<file path="config.mk">
export PLATFORM = sky130hd
export DESIGN_NAME = ram_port_arbiter
export DESIGN_NICKNAME = d
export VERILOG_FILES = /design/src/rtl/ram_port_arbiter_pkg.sv /design/src/rtl/ram_port_arbiter_rr_pick.sv /design/src/rtl/ram_port_arbiter.sv
export SDC_FILE = /design/constraint.sdc
export NUM_CORES = 1
export LEC_CHECK = 0
export CORE_UTILIZATION = 40
export CTS_BUF_LIST = sky130_fd_sc_hd__clkbuf_4 sky130_fd_sc_hd__clkbuf_8
export DETAILED_ROUTE_END_ITERATION = 16
export PLACE_DENSITY = 0.83
export SYNTH_ARGS = -nofsm -noshare
export SYNTH_HDL_FRONTEND = slang
export SYNTH_SLANG_ARGS = --single-unit
</file>
<file path="constraint.sdc">
create_clock -name clk -period 4.3 [get_ports clk]
set_input_delay 0.43 -clock clk [delete_from_list [all_inputs] [get_ports clk]]
set_output_delay 0.43 -clock clk [all_outputs]
set_load 0.02 [all_outputs]
</file>
<file path="src/rtl/ram_port_arbiter_pkg.sv">
`default_nettype none
// ============================================================================
// Module   : ram_port_arbiter_pkg
// Brief    : Shared types and helpers for the RAM port arbiter.
// Revision : 1.0 - initial release
// ============================================================================
package ram_port_arbiter_pkg;

    // Arbiter operating phase: zero-fill the RAM, then serve requesters.
    typedef enum logic [0:0] {
        CLEAR = 1'b0,
        RUN   = 1'b1
    } state_t;

    // Width of an index into n items; never narrower than one bit.
    function automatic int idx_width(input int n);
        return (n <= 2) ? 1 : $clog2(n);
    endfunction

endpackage
`default_nettype wire

</file>
<file path="src/rtl/ram_port_arbiter_rr_pick.sv">
`default_nettype none
// ============================================================================
// Module   : rr_pick
// Brief    : Combinational round-robin picker. Searches the request vector
//            upward from i_rr_ptr, wrapping at N_REQ-1, and returns a one-hot
//            grant, the winner index and an any-grant flag.
// Revision : 1.0 - initial release
// ============================================================================
module rr_pick #(
    parameter int N_REQ = 4,
    parameter int IDW   = 2
) (
    input  logic [N_REQ-1:0] i_req,
    input  logic [IDW-1:0]   i_rr_ptr,
    output logic [N_REQ-1:0] o_gnt,
    output logic [IDW-1:0]   o_idx,
    output logic             o_any_gnt
);

    logic [IDW-1:0] w_cand;

    // First asserted request at or after the pointer wins.
    always_comb begin
        o_gnt     = '0;
        o_idx     = '0;
        o_any_gnt = 1'b0;
        w_cand    = '0;
        for (int off = 0; off < N_REQ; off++) begin
            w_cand = IDW'((int'(i_rr_ptr) + off) % N_REQ);
            if (!o_any_gnt && i_req[w_cand]) begin
                o_any_gnt     = 1'b1;
                o_idx         = w_cand;
                o_gnt[w_cand] = 1'b1;
            end
        end
    end

endmodule
`default_nettype wire

</file>
<file path="src/rtl/ram_port_arbiter.sv">
`default_nettype none
// ============================================================================
// Module   : ram_port_arbiter
// Brief    : Shares one RAM port between N_REQ requesters with round-robin
//            arbitration. Optionally zero-fills the RAM after reset, and
//            returns read data tagged with the requester index.
// Revision : 1.0 - initial release
// ============================================================================
module ram_port_arbiter
    import ram_port_arbiter_pkg::*;
#(
    parameter int N_REQ          = 4,
    parameter int DATA_WIDTH     = 8,
    parameter int DEPTH          = 256,
    parameter int CLEAR_ON_RESET = 1,
    localparam int IDW           = idx_width(N_REQ),
    localparam int AW            = idx_width(DEPTH)
) (
    input  logic                        clk,
    input  logic                        rst,
    input  logic [N_REQ-1:0]            req,
    input  logic [N_REQ-1:0]            we,
    input  logic [N_REQ*AW-1:0]         addr,
    input  logic [N_REQ*DATA_WIDTH-1:0] wdata,
    output logic [N_REQ-1:0]            gnt,
    output logic                        rvalid,
    output logic [DATA_WIDTH-1:0]       rdata,
    output logic [IDW-1:0]              rid,
    output logic                        busy,
    output logic                        ram_wr_en,
    output logic                        ram_rd_en,
    output logic [AW-1:0]               ram_addr,
    output logic [DATA_WIDTH-1:0]       ram_data_in,
    input  logic [DATA_WIDTH-1:0]       ram_data_out
);

    localparam state_t RESET_STATE = (CLEAR_ON_RESET != 0) ? CLEAR : RUN;

    state_t          state_q, state_d;
    logic [AW-1:0]   clr_cnt_q, clr_cnt_d;
    logic [IDW-1:0]  rr_ptr_q, rr_ptr_d;
    logic            rvalid_q, rvalid_d;
    logic [IDW-1:0]  rid_q, rid_d;

    logic [N_REQ-1:0]      w_pick_gnt;
    logic [IDW-1:0]        w_win;
    logic                  w_any;
    logic                  w_win_we;
    logic [AW-1:0]         w_win_addr;
    logic [DATA_WIDTH-1:0] w_win_wdata;

    rr_pick #(
        .N_REQ (N_REQ),
        .IDW   (IDW)
    ) u_rr_pick (
        .i_req     (req),
        .i_rr_ptr  (rr_ptr_q),
        .o_gnt     (w_pick_gnt),
        .o_idx     (w_win),
        .o_any_gnt (w_any)
    );

    assign w_win_we    = we[w_win];
    assign w_win_addr  = addr[w_win*AW +: AW];
    assign w_win_wdata = wdata[w_win*DATA_WIDTH +: DATA_WIDTH];

    // The RAM registers its output, so rdata is taken straight from it and
    // qualified by the registered rvalid/rid of the read granted last cycle.
    assign rvalid = rvalid_q;
    assign rid    = rid_q;
    assign rdata  = ram_data_out;

    // Next-state, RAM port muxing and grant generation.
    always_comb begin
        state_d     = state_q;
        clr_cnt_d   = clr_cnt_q;
        rr_ptr_d    = rr_ptr_q;
        rvalid_d    = 1'b0;
        rid_d       = rid_q;
        gnt         = '0;
        busy        = 1'b0;
        ram_wr_en   = 1'b0;
        ram_rd_en   = 1'b0;
        ram_addr    = '0;
        ram_data_in = '0;
        case (state_q)
            CLEAR: begin
                busy      = 1'b1;
                ram_wr_en = 1'b1;
                ram_addr  = clr_cnt_q;
                if (clr_cnt_q == AW'(DEPTH - 1)) begin
                    clr_cnt_d = '0;
                    state_d   = RUN;
                end else begin
                    clr_cnt_d = clr_cnt_q + 1'b1;
                end
            end
            RUN: begin
                if (w_any) begin
                    gnt         = w_pick_gnt;
                    ram_wr_en   = w_win_we;
                    ram_rd_en   = ~w_win_we;
                    ram_addr    = w_win_addr;
                    ram_data_in = w_win_wdata;
                    rr_ptr_d    = (w_win == IDW'(N_REQ - 1)) ? '0 : w_win + 1'b1;
                    if (!w_win_we) begin
                        rvalid_d = 1'b1;
                        rid_d    = w_win;
                    end
                end
            end
            default: begin
                state_d = RESET_STATE;
            end
        endcase
    end

    // State, clear counter, fairness pointer and read-return pipeline.
    always_ff @(posedge clk) begin
        if (rst) begin
            state_q   <= RESET_STATE;
            clr_cnt_q <= '0;
            rr_ptr_q  <= '0;
            rvalid_q  <= 1'b0;
            rid_q     <= '0;
        end else begin
            state_q   <= state_d;
            clr_cnt_q <= clr_cnt_d;
            rr_ptr_q  <= rr_ptr_d;
            rvalid_q  <= rvalid_d;
            rid_q     <= rid_d;
        end
    end

endmodule
`default_nettype wire
</file>
## Word-level counts from Yosys, hierarchy flattened

Cells that the tools add are included.

- Register bits: 14
- Bits of input ports: 82
- Output and inout bits: 34
- Logic and storage cells: 88

- Add/subtract/negate cells: 5
- Magnitude comparators: 9
- Eq/ne operators: 2
- Shifts and indexed selects: 2
- Multiplexer cells: 46
- Bitwise logic cells: 6
- Reductions and logical operators: 13

Operators by type and width:

| cell | count |
|---|---|
| indexed part select 32 x 6 -> 8 bit | 2 |
| two-way mux 8 bit | 4 |
| two-way mux 4 bit | 6 |
| two-way mux 1 bit | 20 |
| one-hot mux 8 bit (2 select lines) | 1 |
| < comparator 2 x 3 -> 1 bit (second input constant) | 5 |
| bitwise OR 4 bit | 3 |
| binary-select mux 1 bit (select 2 bit) | 5 |
| two-way mux 2 bit | 5 |
| adder 8 x 1 -> 8 bit (second input constant) | 1 |
| demux 1 bit (select 2 bit) | 4 |
| equality test 8 bit (second input constant) | 1 |
| greater-or-equal comparator 2 x 1 -> 1 bit (second input constant) | 4 |
| logical AND 1 bit | 7 |
| adder 2 x 1 -> 2 bit (second input constant) | 2 |
| adder 2 bit (second input constant) | 2 |
| logical NOT 1 bit | 3 |
| inverter 1 bit | 3 |
| AND reduction 3 bit | 1 |
| OR reduction 3 bit | 1 |
| equality test 2 bit (second input constant) | 1 |
| one-hot mux 1 bit (2 select lines) | 1 |
| AND reduction 2 bit | 1 |

## Longest topological paths before layout

Gate-level depths: netlist of the first run.

- Word-level depth: 17
- Mapped depth: 13
- Mapped depth without buffers: 9

## By module

From an unflattened synthesis of the first run, not the netlist that was laid out.

- Cell total of the unflattened synthesis: 180
- Area, all modules: 1716.6 um2

By module, submodules not included:

| module | instances | cells each | area an instance (um2) | sequential area each (um2) |
|---|---|---|---|---|
| ram_port_arbiter | 1 | 135 | 1297.5 | 280.3 |
| rr_pick | 1 | 45 | 419.2 | 0.0 |

## Least setup slack after synthesis of the first run

No wires, ideal clock.

- Path type: register -> output
- From: register rr_ptr_q[0]
- To: output port ram_data_in[0]
- Data arrival time: 3.377 ns
- Data required time: 3.870 ns
- Path slack: 0.493 ns
- Cell stages (with the launch flop): 12
- Path buffers: 4
- Cells stage by stage: dfxtp_1 > buf_4 > inv_1 > ha_1 > clkbuf_1 > or4b_2 > o21ai_0 > a2bb2oi_1 > a32o_1 > clkbuf_1 > clkbuf_1 > a211oi_1

- Longest elaborated chain between the ends: 15
- Elaborated cells between the ends (all ways): 28
- Those cells by class: 3 x add/sub; 1 x shift; 18 x mux; 6 x reduce/logical

RTL lines:

| item | line | source |
|---|---|---|
| from (decl) | ram_port_arbiter.sv:41 | `logic [IDW-1:0] rr_ptr_q, rr_ptr_d;` |
| from (signal assigned) | ram_port_arbiter.sv:129 | `rr_ptr_q <= rr_ptr_d;` |
| parallel branches: the longest is 13 deep, another holds adder 2 x 1 -> 2 bit | -- |  |
| two-way mux 8 bit * | ram_port_arbiter.sv:99 | `if (w_any) begin` |
| two-way mux 8 bit * | ram_port_arbiter.sv:86 | `case (state_q)` |
| to (decl) | ram_port_arbiter.sv:33 | `output logic [DATA_WIDTH-1:0] ram_data_in,` |

Every way passes the cells marked *. The select of a mux whose other input is x is not followed.

## Final worst setup path of the first run

- From: register rr_ptr_q[1]
- To: output port ram_addr[0]

- Longest elaborated chain between the ends: 15
- Elaborated cells between the ends (all ways): 28
- Those cells by class: 3 x add/sub; 1 x shift; 18 x mux; 6 x reduce/logical

RTL lines:

| item | line | source |
|---|---|---|
| parallel branches: the longest is 13 deep, another holds adder 2 x 1 -> 2 bit | -- |  |
| two-way mux 8 bit * | ram_port_arbiter.sv:99 |  |
| one-hot mux 8 bit (2 select lines) * | ram_port_arbiter.sv:86 |  |
| to (decl) | ram_port_arbiter.sv:32 | `output logic [AW-1:0] ram_addr,` |

Marks and branches as above.

==> results of run 1 <==
-- how the worst min path moves through the flow --
stage               slack (ns)                        end                 startpoint  cells after the start
floorplan                 0.47  clr_cnt_q[7]$_SDFFE_PP0N_  clr_cnt_q[7]$_SDFFE_PP0N_                      2
global placement          0.47        rid[0]$_SDFFE_PP0P_        rid[0]$_SDFFE_PP0P_                      2
detailed placement        0.47        rid[0]$_SDFFE_PP0P_        rid[0]$_SDFFE_PP0P_                      2
CTS                       0.49        rid[0]$_SDFFE_PP0P_        rid[0]$_SDFFE_PP0P_                      2
global route              0.51        rid[0]$_SDFFE_PP0P_        rid[0]$_SDFFE_PP0P_                      2
finish                    0.49        rid[0]$_SDFFE_PP0P_        rid[0]$_SDFFE_PP0P_                      2
-- cell type report --
type / count / area (µm²) / area share [%]
sequential: 14 / 280 / 8.83
multi-input combinational: 219 / 1600 / 50.4
clock buffer: 4 / 55.1 / 1.74
timing repair buffer: 114 / 1100 / 34.8
inverter: 14 / 52.6 / 1.66
tap: 67 / 83.8 / 2.64
-- worst register-to-register path, stage by stage, from the launching register on --
cell	delay (ns)
dfxtp_1	0.33
inv_1	0.12
ha_1	0.36
buf_4	0.18
or4b_2	0.65
o21ai_0	0.12
a2bb2oi_1	0.11
a32o_1	0.22
buf_4	0.24
mux2i_4	0.24
nand2_2	0.11
mux2i_1	0.18
-- per-stage QoR --
step           worst slack (ns)  area, µm²  std cells  util, %
3_3_place_gp              0.215       3110        428     63.7
3_5_place_dp             0.0685       3110        428     63.7
4_1_cts                  0.0654       3170        432     64.9
2_1_floorplan             0.493       2090        276        -
6_report                  0.204       3170        432     65.0
5_1_grt                  0.0438       3170        432     65.0
-- sequential cells by signal (all words and copies together), names as in the netlist --
name	cells
clr_cnt_q	8
state_q	1
rvalid	1
rid	2
rr_ptr_q	2
-- power breakdown --
part / total [mW] / internal [mW] / switching, mW
clock: 0.128 / 0.0811 / 0.0470
sequential: 0.135 / 0.132 / 0.00258
combinational: 0.187 / 0.111 / 0.0753
-- metal layers --
layer / vias up / wire (µm)
met5: - / 0
met4: 0 / 148
met3: 14 / 569
met2: 110 / 3280
met1: 1161 / 2660
li1: 1182 / -
-- cells in the mapped netlist, drive strengths merged (5+ instances only) --
cell type | number | area, µm²
a211oi | 12 | 90.1
a21oi | 18 | 90.1
buf | 14 | 113
clkbuf | 15 | 56.3
dfxtp | 14 | 280
ha | 9 | 113
inv | 14 | 52.6
mux2 | 8 | 90.1
mux2i | 29 | 303
nand2 | 15 | 58.8
nand2b | 5 | 33.8
nand3 | 7 | 35.0
nor2 | 38 | 143
nor2b | 7 | 46.3
o21ai | 11 | 55.1
o221ai | 5 | 43.8
or3 | 6 | 37.5
-- logic make-up (layout without fill, tap and decap cells) --
logic type,count (synthesis),after routing
adders and majority gates,9,9
AOI/OAI and AO/OA,71,71
muxes,41,41
and+or+nand+nor,94,94
xor gates and xnor gates,4,4
buffers and inverters,43,132
DFF,14,14
==> reports/results.ini, run 1 <==
[synth]
syn_area_um2 = 2090
synth.avg_cell_area_um2 = 7.58
synthSimpleGateAreaFrac_pct = 22.4
synth_top_family_by_area = compound AO/OA/AOI/OAI gates
syn_nets = 367
ys_warn_count = 0
synthMuxAreaShare_pct = 23.1
syn_inst = 276
synth_edf_count = 0
synth_compound_area_share_pct = 23.4
async_reset_ff_share_pct = 0
synthXorXnorAreaFrac_pct = 1.67
synth_cell_types = 54
synth.ff_latch_count = 14
synth_fa_ha_area_share_pct = 5.38
ys_seq_area_share_pct = 13.4
ys.flop_type = dfxtp_1

[worst_setup_path]
worstSetupEndpoint = ram_addr[0]
critical_path.max_stage_delay_ns = 0.65
worstReg2RegStart = rr_ptr_q[1]$_SDFFE_PP0P_
startpoint = rr_ptr_q[1]$_SDFFE_PP0P_
crit_buf_inv = 4
cpMostUsedCell = buf_4
crit_path_end_kind = output port
startpoint_type = flip-flop
cp_num_cells = 11
regToRegSetupSlack_ns = 1.38
rr_endpoint = rid[0]$_SDFFE_PP0P_
crit_fanout = 30
reg2reg_depth = 11
worstPathRequired_ns = 3.87
critical_path.top_delay_family = buffers and inverters
worst-setup-path-type = reg -> out
cp_data_arrival_time_ns = 3.67
crit_slowest_cell = or4b_2
worstPathCellList = inv_1 -> ha_1 -> buf_4 -> or4b_2 -> o21ai_0 -> a2bb2oi_1 -> a32o_1 -> buf_4 -> or3_1 -> o221ai_1 -> clkdlybuf4s50_1

[drt]
antenna_left = 0
vias_per_cell = 5.71
firstDrtPassIters = 5
drc = 0
vias = 2467
drt-total-wl_um = 6660
drtIter0Drc = 155
routedWlPerCell_um = 15.4

[global_routing]
grt_overflow_total = 0
grtUsageTotal_pct = 24.0
met2_usage_pct = 43.2
met1_usage_pct = 28.7
grt_max_degree = 34
grt_util_met3_pct = 4.07
antenna_found_initial = 0
grt_pass1_vias = 2306
busiest_layer = met2
grt_pass1_wl_um = 10400

[pwr]
ir_drop_uv = 182
p_leak_nw = 1.18
totalPowerFinal_mw = 0.450
power_density_nw_per_um2 = 142

[layout]
final_common_cell = clkdlybuf4s50_1
final_cell_mix = 99 x clkdlybuf4s50_1, 38 x nor2_1, 28 x mux2i_1, 18 x a21oi_1, 15 x buf_4
area_growth_pct = 51.7
diodes = 0
final_nets = 457
drive_gt1_share_pct = 8.77
nFillCells = 430

[placement]
portBuffers = 99
hpwl_um = 5200
gp_congestion = 0.827

[floorplan]
placementRows = 25
coreArea_um2 = 4880
start_util_pct = 42.9
die_area_um2 = 5520
die_x_um = 74.3
die_h_um = 74.3
io_pins = 116

[sta]
slew_headroom_pct = 56.3
setup_viol_count_final = 0
post-route-min-period_ns = 4.10
fmax_mhz = 244
fin_crit_sh_pct = 95.2
fin_skew_ns = 0.000861
whs_ns = 0.487
hold_viol = 0
finalSetupTns_ns = 0
tightestPinTransition_ns = 0.654
drv_slew = 0
rsz0062_at_grt = no

[clocking]
cts.repair.resized = 0
cts_tree = done
hold_buffers = 0
cts.sinks = 14
root_buffer = clkbuf_8
path_clk_slew_ns = 0.06
cts_max_level = 1
cts_made_buffers = 3
cts_buffer_depth = 2
post-cts-setup-buffers = 0
clock_latency_ns = 0.24

[run]
cap_violations = 0

[worst_hold_path]
hold_class = reg -> reg

[outcome]
outcome = finished, final reports clean

Power figures use the tool's default switching activity.
==> run 2, diff against run 1 <==
- CORE_MARGIN: not set -> 5
==> run 2 against run 1 <==
Utilization decreased by 2.7 points; sequential share of layout area about the same; total power decreased by 0.12%; count of clock-buffer cells in the layout unchanged; via count decreased by 3.2%; cell count increased by 0.93%; die area increased by 23%; sequential power about the same; non-clock buffer count increased by 1; highest routed layer unchanged.
==> reports/results.ini, run 2 (synthesis results as in run 1) <==
[outcome]
outcome = finished, final reports clean  ; unchanged

[sta]
setup_viol_count_final = 0  ; unchanged
fin_skew_ns = 0.00224  ; was 0.000861 ns
fin_crit_sh_pct = 93.0  ; was 95.2%
post-route-min-period_ns = 4.00  ; was 4.10 ns
finalSetupTns_ns = 0  ; unchanged
slew_headroom_pct = 54.9  ; was 56.3%
hold_viol = 0  ; unchanged
rsz0062_at_grt = no  ; unchanged
drv_slew = 0  ; unchanged
fmax_mhz = 250  ; was 244 MHz
whs_ns = 0.503  ; was 0.487 ns
tightestPinTransition_ns = 0.675  ; was 0.654 ns

[layout]
diodes = 0  ; unchanged
area_growth_pct = 52.3  ; was 51.7%
nFillCells = 458  ; was 430
regMostFlops = clr_cnt_q  ; unchanged
drive_gt1_share_pct = 9.02  ; was 8.77%
final_nets = 458  ; was 457
regArea_um2 = 280  ; unchanged
fin_area_um2 = 3190  ; was 3170 µm²
largest_register_ffs = 8  ; unchanged
multi_input_area_um2 = 1600  ; about the same
final_common_cell = clkdlybuf4s50_1  ; unchanged
final_cell_mix = 99 x clkdlybuf4s50_1, 38 x nor2_1, 28 x mux2i_1, 18 x a21oi_1, 16 x buf_4  ; was 99 x clkdlybuf4s50_1, 38 x nor2_1, 28 x mux2i_1, 18 x a21oi_1, 15 x buf_4

[drt]
vias = 2389  ; was 2467
firstDrtPassIters = 4  ; was 5
drc = 0  ; unchanged
drtIter0Drc = 129  ; was 155
vias_per_cell = 5.48  ; was 5.71
antenna_left = 0  ; unchanged
drt-total-wl_um = 6900  ; was 6660 µm
routedWlPerCell_um = 15.8  ; was 15.4 µm

[floorplan]
die_area_um2 = 6780  ; was 5520 µm²
die_h_um = 82.3  ; was 74.3 µm
start_util_pct = 41.0  ; was 42.9%
placementRows = 26  ; was 25
io_pins = 116  ; unchanged
coreArea_um2 = 5110  ; was 4880 µm²
die_x_um = 82.3  ; was 74.3 µm

[worst_setup_path]
worst-setup-path-type = in -> out  ; was reg -> out
reg2reg_depth = 9  ; was 11
worstPathRequired_ns = 3.87  ; about the same
startpoint = req[3]  ; was rr_ptr_q[1]$_SDFFE_PP0P_
crit_slowest_cell = clkdlybuf4s50_1  ; was or4b_2
crit_path_end_kind = output port  ; unchanged
startpoint_type = primary input  ; was flip-flop
cp_data_arrival_time_ns = 3.57  ; was 3.67 ns
cpMostUsedCell = clkdlybuf4s50_1  ; was buf_4
critical_path.max_stage_delay_ns = 0.67  ; was 0.65 ns
worstReg2RegStart = rr_ptr_q[0]$_SDFFE_PP0P_  ; was rr_ptr_q[1]$_SDFFE_PP0P_
worstPathCellList = clkdlybuf4s50_1 -> mux4_2 -> inv_1 -> nand2b_2 -> a22o_4 -> mux2i_1 -> or3_1 -> o221ai_1 -> clkdlybuf4s50_1  ; was inv_1 -> ha_1 -> buf_4 -> or4b_2 -> o21ai_0 -> a2bb2oi_1 -> a32o_1 -> buf_4 -> or3_1 -> o221ai_1 -> clkdlybuf4s50_1
crit_fanout = 28  ; was 30

[clocking]
post-cts-setup-buffers = 0  ; unchanged
path_clk_slew_ns = 0.06  ; about the same
clock_latency_ns = 0.24  ; about the same
cts_made_buffers = 3  ; unchanged
cts_tree = done  ; unchanged
cts_max_level = 1  ; unchanged
root_buffer = clkbuf_8  ; unchanged
cts.sinks = 14  ; unchanged
hold_buffers = 0  ; unchanged
cts_buffer_depth = 2  ; unchanged

[placement]
hpwl_um = 5400  ; was 5200 µm
placed_cell_area_um2 = 3120  ; was 3110 µm²
gp_congestion = 0.896  ; was 0.827
portBuffers = 99  ; unchanged

[global_routing]
grt_pass1_vias = 2273  ; was 2306
grt_pass1_wl_um = 10500  ; was 10400 µm
grt_overflow_total = 0  ; unchanged
grt_max_degree = 34  ; unchanged
grtUsageTotal_pct = 19.4  ; was 24.0%
antenna_found_initial = 0  ; unchanged

[worst_hold_path]
hold_class = reg -> reg  ; unchanged
hp-start = rid[0]$_SDFFE_PP0P_  ; unchanged
hold_depth = 2  ; unchanged

[run]
cap_violations = 0  ; unchanged

[pwr]
p_leak_nw = 1.19  ; was 1.18 nW
power_density_nw_per_um2 = 141  ; was 142 nW/µm²
ir_drop_uv = 152  ; was 182 µV

## run 2: per-stage QoR
step           setup WS, ns  instances  power, mW  utilization (%)
2_1_floorplan         0.493        276      0.239                -
3_3_place_gp          0.212        432      0.318             61.1
3_5_place_dp         0.0698        432      0.322             61.1
4_1_cts              0.0584        436      0.450             62.2
5_1_grt               0.121        436      0.471             62.4
6_report              0.301        436      0.449             62.4
## run 2: final cells by class
class	instances	area share, %
inverters	14	1.65
repair buffers	115	34.9
well taps	70	2.75
flip-flops and latches	14	8.80
clock buffers	4	1.73
multi-input cells	219	50.2
## run 2: per-layer routing
layer | GRT usage [%] | vias to the layer above | share of wire (%)
li1 | - | 1190 | -
met1 | 23.1 | 1104 | 42
met2 | 36.1 | 88 | 48
met3 | 3.69 | 7 | 8.9
met4 | 3.49 | 0 | 0.88
met5 | 0 | - | 0
## run 2: report_power, final
part	internal, mW	total, mW	switching [mW]
Sequential	0.132	0.135	0.00260
Combinational	0.111	0.186	0.0751
Clock	0.0811	0.128	0.0466
Total	0.325	0.449	0.124
## run 2: final timing paths
| kind | endpoint | slack [ns] |
|---|---|---|
| max | ram_addr[0] | 0.30 |
| min reg2reg | rid[0]$_SDFFE_PP0P_ | 0.50 |
| min | rid[0]$_SDFFE_PP0P_ | 0.50 |
| max reg2reg | rid[0]$_SDFFE_PP0P_ | 1.49 |
## run 2: repair_timing
action                                 4_1_cts  5_1_grt
setup endpoints to repair                    0       14
endpoints found under the hold margin        0        0
resized for setup                            0        2
## run 2: worst max-delay path: cells and delay by family
kind	cells	cell delay, ns
compound gates	2	0.51
simple gates	2	0.41
buf+inv	3	1.41
mux	2	0.79
==> run 3, diff against run 2 <==
- SLEW_MARGIN: not set -> 20
==> results of run 3 <==
Same layout as run 2: the final DEF is identical, and so are final timing and power.
